===== config.mk =====
export PLATFORM = sky130hd
export DESIGN_NAME = dmem_arbiter_flat
export DESIGN_NICKNAME = d
export VERILOG_FILES = /design/src/rtl/dmem_arb_pkg.sv /design/src/rtl/dmem_arb_if.sv /design/src/rtl/dmem_arb_starve.sv /design/src/rtl/dmem_arbiter.sv /design/src/flat_wrapper.sv
export SDC_FILE = /design/constraint.sdc
export NUM_CORES = 1
export LEC_CHECK = 0
export BUFFER_PORTS_ARGS = -buffer_cell sky130_fd_sc_hd__clkbuf_2
export CORE_ASPECT_RATIO = 1.4
export CORE_MARGIN = 5
export CORE_UTILIZATION = 45
export DETAILED_ROUTE_END_ITERATION = 8
export HOLD_SLACK_MARGIN = 0.15
export PLACE_DENSITY = 0.86
export SLEW_MARGIN = 20
export SYNTH_ARGS = -nofsm -noshare
export SYNTH_HDL_FRONTEND = slang
export SYNTH_SLANG_ARGS = --single-unit

===== constraint.sdc =====
create_clock -name clk -period 3.2 [get_ports clk]
set_clock_uncertainty 0.15 [all_clocks]
set_input_delay 0.48 -clock clk [delete_from_list [all_inputs] [get_ports clk]]
set_output_delay 0.48 -clock clk [all_outputs]
set_load 0.01 [all_outputs]

===== src/rtl/dmem_arb_pkg.sv =====
// Shared constants and helpers for the data-memory arbiter.
package dmem_arb_pkg;

  parameter int unsigned DATA_W_DEF = 17;

  localparam int unsigned PORT_CORE = 0;
  localparam int unsigned PORT_LOAD = 1;

  function automatic logic in_range(input logic [31:0] addr, input int unsigned depth);
    return (addr < depth);
  endfunction

endpackage


===== src/rtl/dmem_arb_if.sv =====
// Requester-side bus of the data-memory arbiter: core (port 0) and loader (port 1).
interface dmem_arb_if #(
  parameter int unsigned DATA_W = 17
);
  logic              req0;
  logic              req1;
  logic              we0;
  logic              we1;
  logic [DATA_W-1:0] addr0;
  logic [DATA_W-1:0] addr1;
  logic [DATA_W-1:0] wd0;
  logic [DATA_W-1:0] wd1;
  logic              gnt0;
  logic              gnt1;
  logic              stall0;
  logic [DATA_W-1:0] rdata0;
  logic [DATA_W-1:0] rdata1;
  logic              rvalid0;
  logic              rvalid1;
  logic              err;

  modport master (
    output req0, req1, we0, we1, addr0, addr1, wd0, wd1,
    input  gnt0, gnt1, stall0, rdata0, rdata1, rvalid0, rvalid1, err
  );

  modport slave (
    input  req0, req1, we0, we1, addr0, addr1, wd0, wd1,
    output gnt0, gnt1, stall0, rdata0, rdata1, rvalid0, rvalid1, err
  );
endinterface


===== src/rtl/dmem_arb_starve.sv =====
// Saturating count of consecutive cycles port 1 was denied; force1 lets it win.
module dmem_arb_starve #(
  parameter int unsigned STARVE_LIM = 4,
  parameter int unsigned CNT_W      = 3
) (
  input  logic clk,
  input  logic reset,
  input  logic req1,
  input  logic gnt1,
  output logic force1
);

  localparam logic [CNT_W-1:0] LIM = CNT_W'(STARVE_LIM);

  logic [CNT_W-1:0] starve_cnt;

  always_ff @(posedge clk or negedge reset) begin
    if (!reset) begin
      starve_cnt <= '0;
    end else if (gnt1 || !req1) begin
      starve_cnt <= '0;
    end else if (starve_cnt < LIM) begin
      starve_cnt <= starve_cnt + 1'b1;
    end
  end

  assign force1 = (starve_cnt >= LIM);

endmodule


===== src/rtl/dmem_arbiter.sv =====
// Fixed-priority (core first) single-port DataMemory arbiter with starvation
// override, 1-cycle registered read data and address bounds checking.
module dmem_arbiter
  import dmem_arb_pkg::*;
#(
  parameter int unsigned DATA_W     = DATA_W_DEF,
  parameter int unsigned DEPTH      = 128,
  parameter int unsigned STARVE_LIM = 4,
  parameter int unsigned CNT_W      = 3
) (
  input  logic              clk,
  input  logic              reset,
  dmem_arb_if.slave         bus,
  output logic [DATA_W-1:0] mem_addr,
  output logic [DATA_W-1:0] mem_wd,
  output logic              mem_we,
  input  logic [DATA_W-1:0] mem_rd
);

  logic              force1;
  logic              gnt0;
  logic              gnt1;
  logic              granted;
  logic              we_sel;
  logic              inr;
  logic [DATA_W-1:0] rdata0_q;
  logic [DATA_W-1:0] rdata1_q;
  logic              rvalid0_q;
  logic              rvalid1_q;
  logic              err_q;

  dmem_arb_starve #(
    .STARVE_LIM (STARVE_LIM),
    .CNT_W      (CNT_W)
  ) u_starve (
    .clk    (clk),
    .reset  (reset),
    .req1   (bus.req1),
    .gnt1   (gnt1),
    .force1 (force1)
  );

  // Grants are gated by reset so nothing reaches memory while reset is held.
  always_comb begin
    gnt0 = 1'b0;
    gnt1 = 1'b0;
    if (reset) begin
      if (bus.req1 && (!bus.req0 || force1)) begin
        gnt1 = 1'b1;
      end else if (bus.req0) begin
        gnt0 = 1'b1;
      end
    end
  end

  always_comb begin
    granted  = gnt0 | gnt1;
    mem_addr = gnt1 ? bus.addr1 : bus.addr0;
    mem_wd   = gnt1 ? bus.wd1   : bus.wd0;
    we_sel   = gnt1 ? bus.we1   : bus.we0;
    inr      = in_range(32'(mem_addr), DEPTH);
    mem_we   = granted & we_sel & inr;
  end

  always_ff @(posedge clk or negedge reset) begin
    if (!reset) begin
      rdata0_q  <= '0;
      rdata1_q  <= '0;
      rvalid0_q <= 1'b0;
      rvalid1_q <= 1'b0;
      err_q     <= 1'b0;
    end else begin
      rvalid0_q <= gnt0 & ~bus.we0;
      rvalid1_q <= gnt1 & ~bus.we1;
      err_q     <= granted & ~inr;
      if (gnt0 && !bus.we0) begin
        rdata0_q <= inr ? mem_rd : '0;
      end
      if (gnt1 && !bus.we1) begin
        rdata1_q <= inr ? mem_rd : '0;
      end
    end
  end

  assign bus.gnt0    = gnt0;
  assign bus.gnt1    = gnt1;
  assign bus.stall0  = bus.req0 & ~gnt0;
  assign bus.rdata0  = rdata0_q;
  assign bus.rdata1  = rdata1_q;
  assign bus.rvalid0 = rvalid0_q;
  assign bus.rvalid1 = rvalid1_q;
  assign bus.err     = err_q;

endmodule


===== src/flat_wrapper.sv =====
// flat-port wrapper written by rule: the top's interface ports become plain ports
module dmem_arbiter_flat import dmem_arb_pkg::*;
#(
  parameter int unsigned DATA_W     = DATA_W_DEF,
  parameter int unsigned DEPTH      = 128,
  parameter int unsigned STARVE_LIM = 4,
  parameter int unsigned CNT_W      = 3
)
  (clk, reset, mem_addr, mem_wd, mem_we, mem_rd, bus_req0, bus_req1, bus_we0, bus_we1, bus_addr0, bus_addr1, bus_wd0, bus_wd1, bus_gnt0, bus_gnt1, bus_stall0, bus_rdata0, bus_rdata1, bus_rvalid0, bus_rvalid1, bus_err);
  dmem_arb_if #(.DATA_W(DATA_W)) bus_i ();
  input  logic clk;
  input  logic reset;
  output logic [DATA_W-1:0] mem_addr;
  output logic [DATA_W-1:0] mem_wd;
  output logic mem_we;
  input  logic [DATA_W-1:0] mem_rd;
  input wire logic [$bits(bus_i.req0)-1:0] bus_req0;
  input wire logic [$bits(bus_i.req1)-1:0] bus_req1;
  input wire logic [$bits(bus_i.we0)-1:0] bus_we0;
  input wire logic [$bits(bus_i.we1)-1:0] bus_we1;
  input wire logic [$bits(bus_i.addr0)-1:0] bus_addr0;
  input wire logic [$bits(bus_i.addr1)-1:0] bus_addr1;
  input wire logic [$bits(bus_i.wd0)-1:0] bus_wd0;
  input wire logic [$bits(bus_i.wd1)-1:0] bus_wd1;
  output wire logic [$bits(bus_i.gnt0)-1:0] bus_gnt0;
  output wire logic [$bits(bus_i.gnt1)-1:0] bus_gnt1;
  output wire logic [$bits(bus_i.stall0)-1:0] bus_stall0;
  output wire logic [$bits(bus_i.rdata0)-1:0] bus_rdata0;
  output wire logic [$bits(bus_i.rdata1)-1:0] bus_rdata1;
  output wire logic [$bits(bus_i.rvalid0)-1:0] bus_rvalid0;
  output wire logic [$bits(bus_i.rvalid1)-1:0] bus_rvalid1;
  output wire logic [$bits(bus_i.err)-1:0] bus_err;
  assign bus_i.req0 = bus_req0;
  assign bus_i.req1 = bus_req1;
  assign bus_i.we0 = bus_we0;
  assign bus_i.we1 = bus_we1;
  assign bus_i.addr0 = bus_addr0;
  assign bus_i.addr1 = bus_addr1;
  assign bus_i.wd0 = bus_wd0;
  assign bus_i.wd1 = bus_wd1;
  assign bus_gnt0 = bus_i.gnt0;
  assign bus_gnt1 = bus_i.gnt1;
  assign bus_stall0 = bus_i.stall0;
  assign bus_rdata0 = bus_i.rdata0;
  assign bus_rdata1 = bus_i.rdata1;
  assign bus_rvalid0 = bus_i.rvalid0;
  assign bus_rvalid1 = bus_i.rvalid1;
  assign bus_err = bus_i.err;
  dmem_arbiter #(.DATA_W(DATA_W), .DEPTH(DEPTH), .STARVE_LIM(STARVE_LIM), .CNT_W(CNT_W)) u_core (.clk(clk), .reset(reset), .bus(bus_i), .mem_addr(mem_addr), .mem_wd(mem_wd), .mem_we(mem_we), .mem_rd(mem_rd));
endmodule

==> flow_summary.json <==
{
  "numPortBuffers": 165,
  "finalHoldViolCount": 0,
  "rsz0062_at_grt": "no",
  "drt_wl_total_mm": 8.17,
  "slew_headroom": 0.558,
  "start_util": 0.463,
  "intPower_uw": 785,
  "grtUsageMet3": 0.0455,
  "hold_depth": 3,
  "setup-violations-final": 0,
  "synth_warnings": 0,
  "ys_seq_elements": 40,
  "syn_inst": 293,
  "via_count": 2631,
  "area_growth_pct": 39.0,
  "power.leakage_uw": 0.00186,
  "ff2ff_path_depth": 5,
  "hp-class": "in2reg",
  "cts_tree": "yes",
  "die-area_mm2": 0.00693,
  "antenna_found_initial": 0,
  "core_mm2": 0.00520,
  "yosys-top-cells-area": "dfrtp_1, nand2_1, o31ai_2, o31ai_1, nor4_4",
  "viasPerCell": 5.08,
  "synth_edf_count": 0,
  "p_total_uw": 1100,
  "yosysUniqueCellTypes": 27,
  "drive_gt1_frac": 0.471,
  "r2r_end": "u_core.bus.rdata1[10]",
  "worstSkewPairLatency_ps": 290,
  "netlist_area_mm2": 0.00241,
  "timing.reg2reg.setup_slack_ps": 750,
  "root_buffer": "clkbuf_8",
  "wl_per_cell_um": 15.8,
  "outcome": "finished, final reports clean",
  "fmax_mhz": 328,
  "synth-async-reset-ratio": 1.00,
  "critPathLaunchType": "primary input",
  "cts_made_buffers": 5,
  "post-route-period-util": 0.954,
  "cts.sinks": 40,
  "dp_worst_setup_slack_ps": 569,
  "ir_worst_vdd_mv": 0.247,
  "grt_util_all_layers": 0.227,
  "yosysSeqAreaShare": 0.416,
  "max-cap-violations": 0,
  "die_w_um": 71.8,
  "firstDrtPassIters": 4,
  "die_y_um": 96.5,
  "worst_slew_pin_slew_ps": 662,
  "min_from": "mem_rd[12]",
  "synth_top_area_frac": 0.416,
  "overflow": 0,
  "whs_endpoint": "u_core.bus.rdata0[12]",
  "drc": 0,
  "gr-max-usage-layer": "met2",
  "crit_fanout": 36,
  "synth.most_common_cell": "nand2_1",
  "grt_pass1_vias": 2526,
  "min_period_ps": 3050,
  "pwr-share-comb": 0.219,
  "p_sw_frac": 0.288,
  "netlist_top_cells_count": "nand2_1, dfrtp_1, o31ai_2",
  "gp_congestion": 0.868,
  "endpoint_kind": "output port",
  "grt_pass1_wl_mm": 12.3,
  "setup_tns_ps": 0,
  "diodes": 0,
  "cts_max_path_buffers": 2,
  "drt_iter0_drc": 151,
  "seqPwrFrac": 0.468,
  "grtUsageMet2": 0.377,
  "p_sw_uw": 318,
  "h-tree-depth": 2,
  "path_class": "in2out",
  "met1_usage": 0.291,
  "p_clk_frac": 0.312,
  "clkTransAtPathRegs_ps": 70,
  "critPathRequiredTime_ps": 2570,
  "synth_top_area_cell": "dfrtp_1",
  "hpwl_mm": 6.42,
  "syn_area_per_cell_um2": 8.22,
  "crit_arrival_ps": 2420,
  "io_pins": 166,
  "fin_nets": 543,
  "synth_nets": 385,
  "ys.flop_type": "dfrtp_1",
  "ant_nets": 0,
  "setup_ws_ps": 148,
  "rows": 31,
  "final-max-slew-violation-count": 0,
  "p_per_area_mw_per_mm2": 329,
  "crit_start": "reset",
  "grt_start_max_net_pins": 37,
  "r2r-start": "u_core.u_starve.starve_cnt[2]"
}
flip-flops by register name, summed over array words and instances (netlist names):
signal                      cells
u_core.bus.rvalid1              1
u_core.bus.rdata1              17
u_core.u_starve.starve_cnt      3
u_core.bus.err                  1
u_core.bus.rvalid0              1
u_core.bus.rdata0              17
power by group through the flow:
stage / sequential [uW] / clock, uW / combinational (uW)
final: 516 / 345 / 242
after global routing: 516 / 383 / 267
after CTS: 516 / 353 / 243
after detailed placement: 526 / 0 / 241
after global placement: 525 / 0 / 237
after floorplan: 525 / 0 / 112
logic make-up (layout without fill, tap and decap cells):
logic type,count (synthesis),count (layout),share of synthesized area
and+or+nand+nor,183,183,0.312
muxes,4,4,0.0223
AOI/OAI and AO/OA,39,39,0.186
adders and majority gates,1,1,0.00520
DFF,40,40,0.416
xor gates and xnor gates,1,1,0.00364
buffers and inverters,25,184,0.0551
placed cells by master (no fill, tap or decap), types with 3 or more instances in the layout:
master      n
buf_4       3
clkbuf_2  165
clkbuf_8    6
dfrtp_1    40
nand2_1   170
nor2_1      5
o31ai_1     6
o31ai_2    28
critical path: stages:
cell and delay [ps]:
dlygate4sd3_1 540, clkbuf_2 310, o211ai_4 140, mux2_2 260, buf_4 450, clkbuf_2 230
per-layer routing:
layer | vias up | share of wire
met5 | - | 0
met2 | 113 | 0.53
met3 | 16 | 0.063
met1 | 1232 | 0.39
met4 | 0 | 0.018
li1 | 1270 | -
worst max path at each step:
stage,cells past startpoint,endpoint,slack [ps]
after floorplan,5,mem_we,750
after global placement,8,mem_wd[16],630
after detailed placement,6,u_core.bus.rdata1[5],570
after CTS,9,mem_addr[3],50
after global routing,6,mem_addr[12],50
final,6,mem_addr[12],150
cell type report:
cell class,count,area (um^2)
fillers,472,1850
multi-input cells,228,1270
flip-flops and latches,40,1000
repair buffers,171,881
clock buffers,8,90.1
well taps,66,82.6
inverters,5,18.8
metrics by stage:
stage                     hold slack (ps)  instance area, um^2   util  instances
after global routing                  266                 3350  0.644        518
after floorplan                      34.4                 2410      -        293
after detailed placement              240                 3240  0.623        509
after global placement                230                 3240  0.623        509
after CTS                             259                 3340  0.643        518
final                                 267                 3350  0.644        518
repair_timing:
item | 4_1_cts | 5_1_grt
endpoints found under the setup margin | 0 | 34
resized for setup | 0 | 2
hold buffers | 1 | 0
buffers inserted | 0 | 0
endpoints found under the hold margin | 7 | 0
Power figures use the tool's default switching activity.
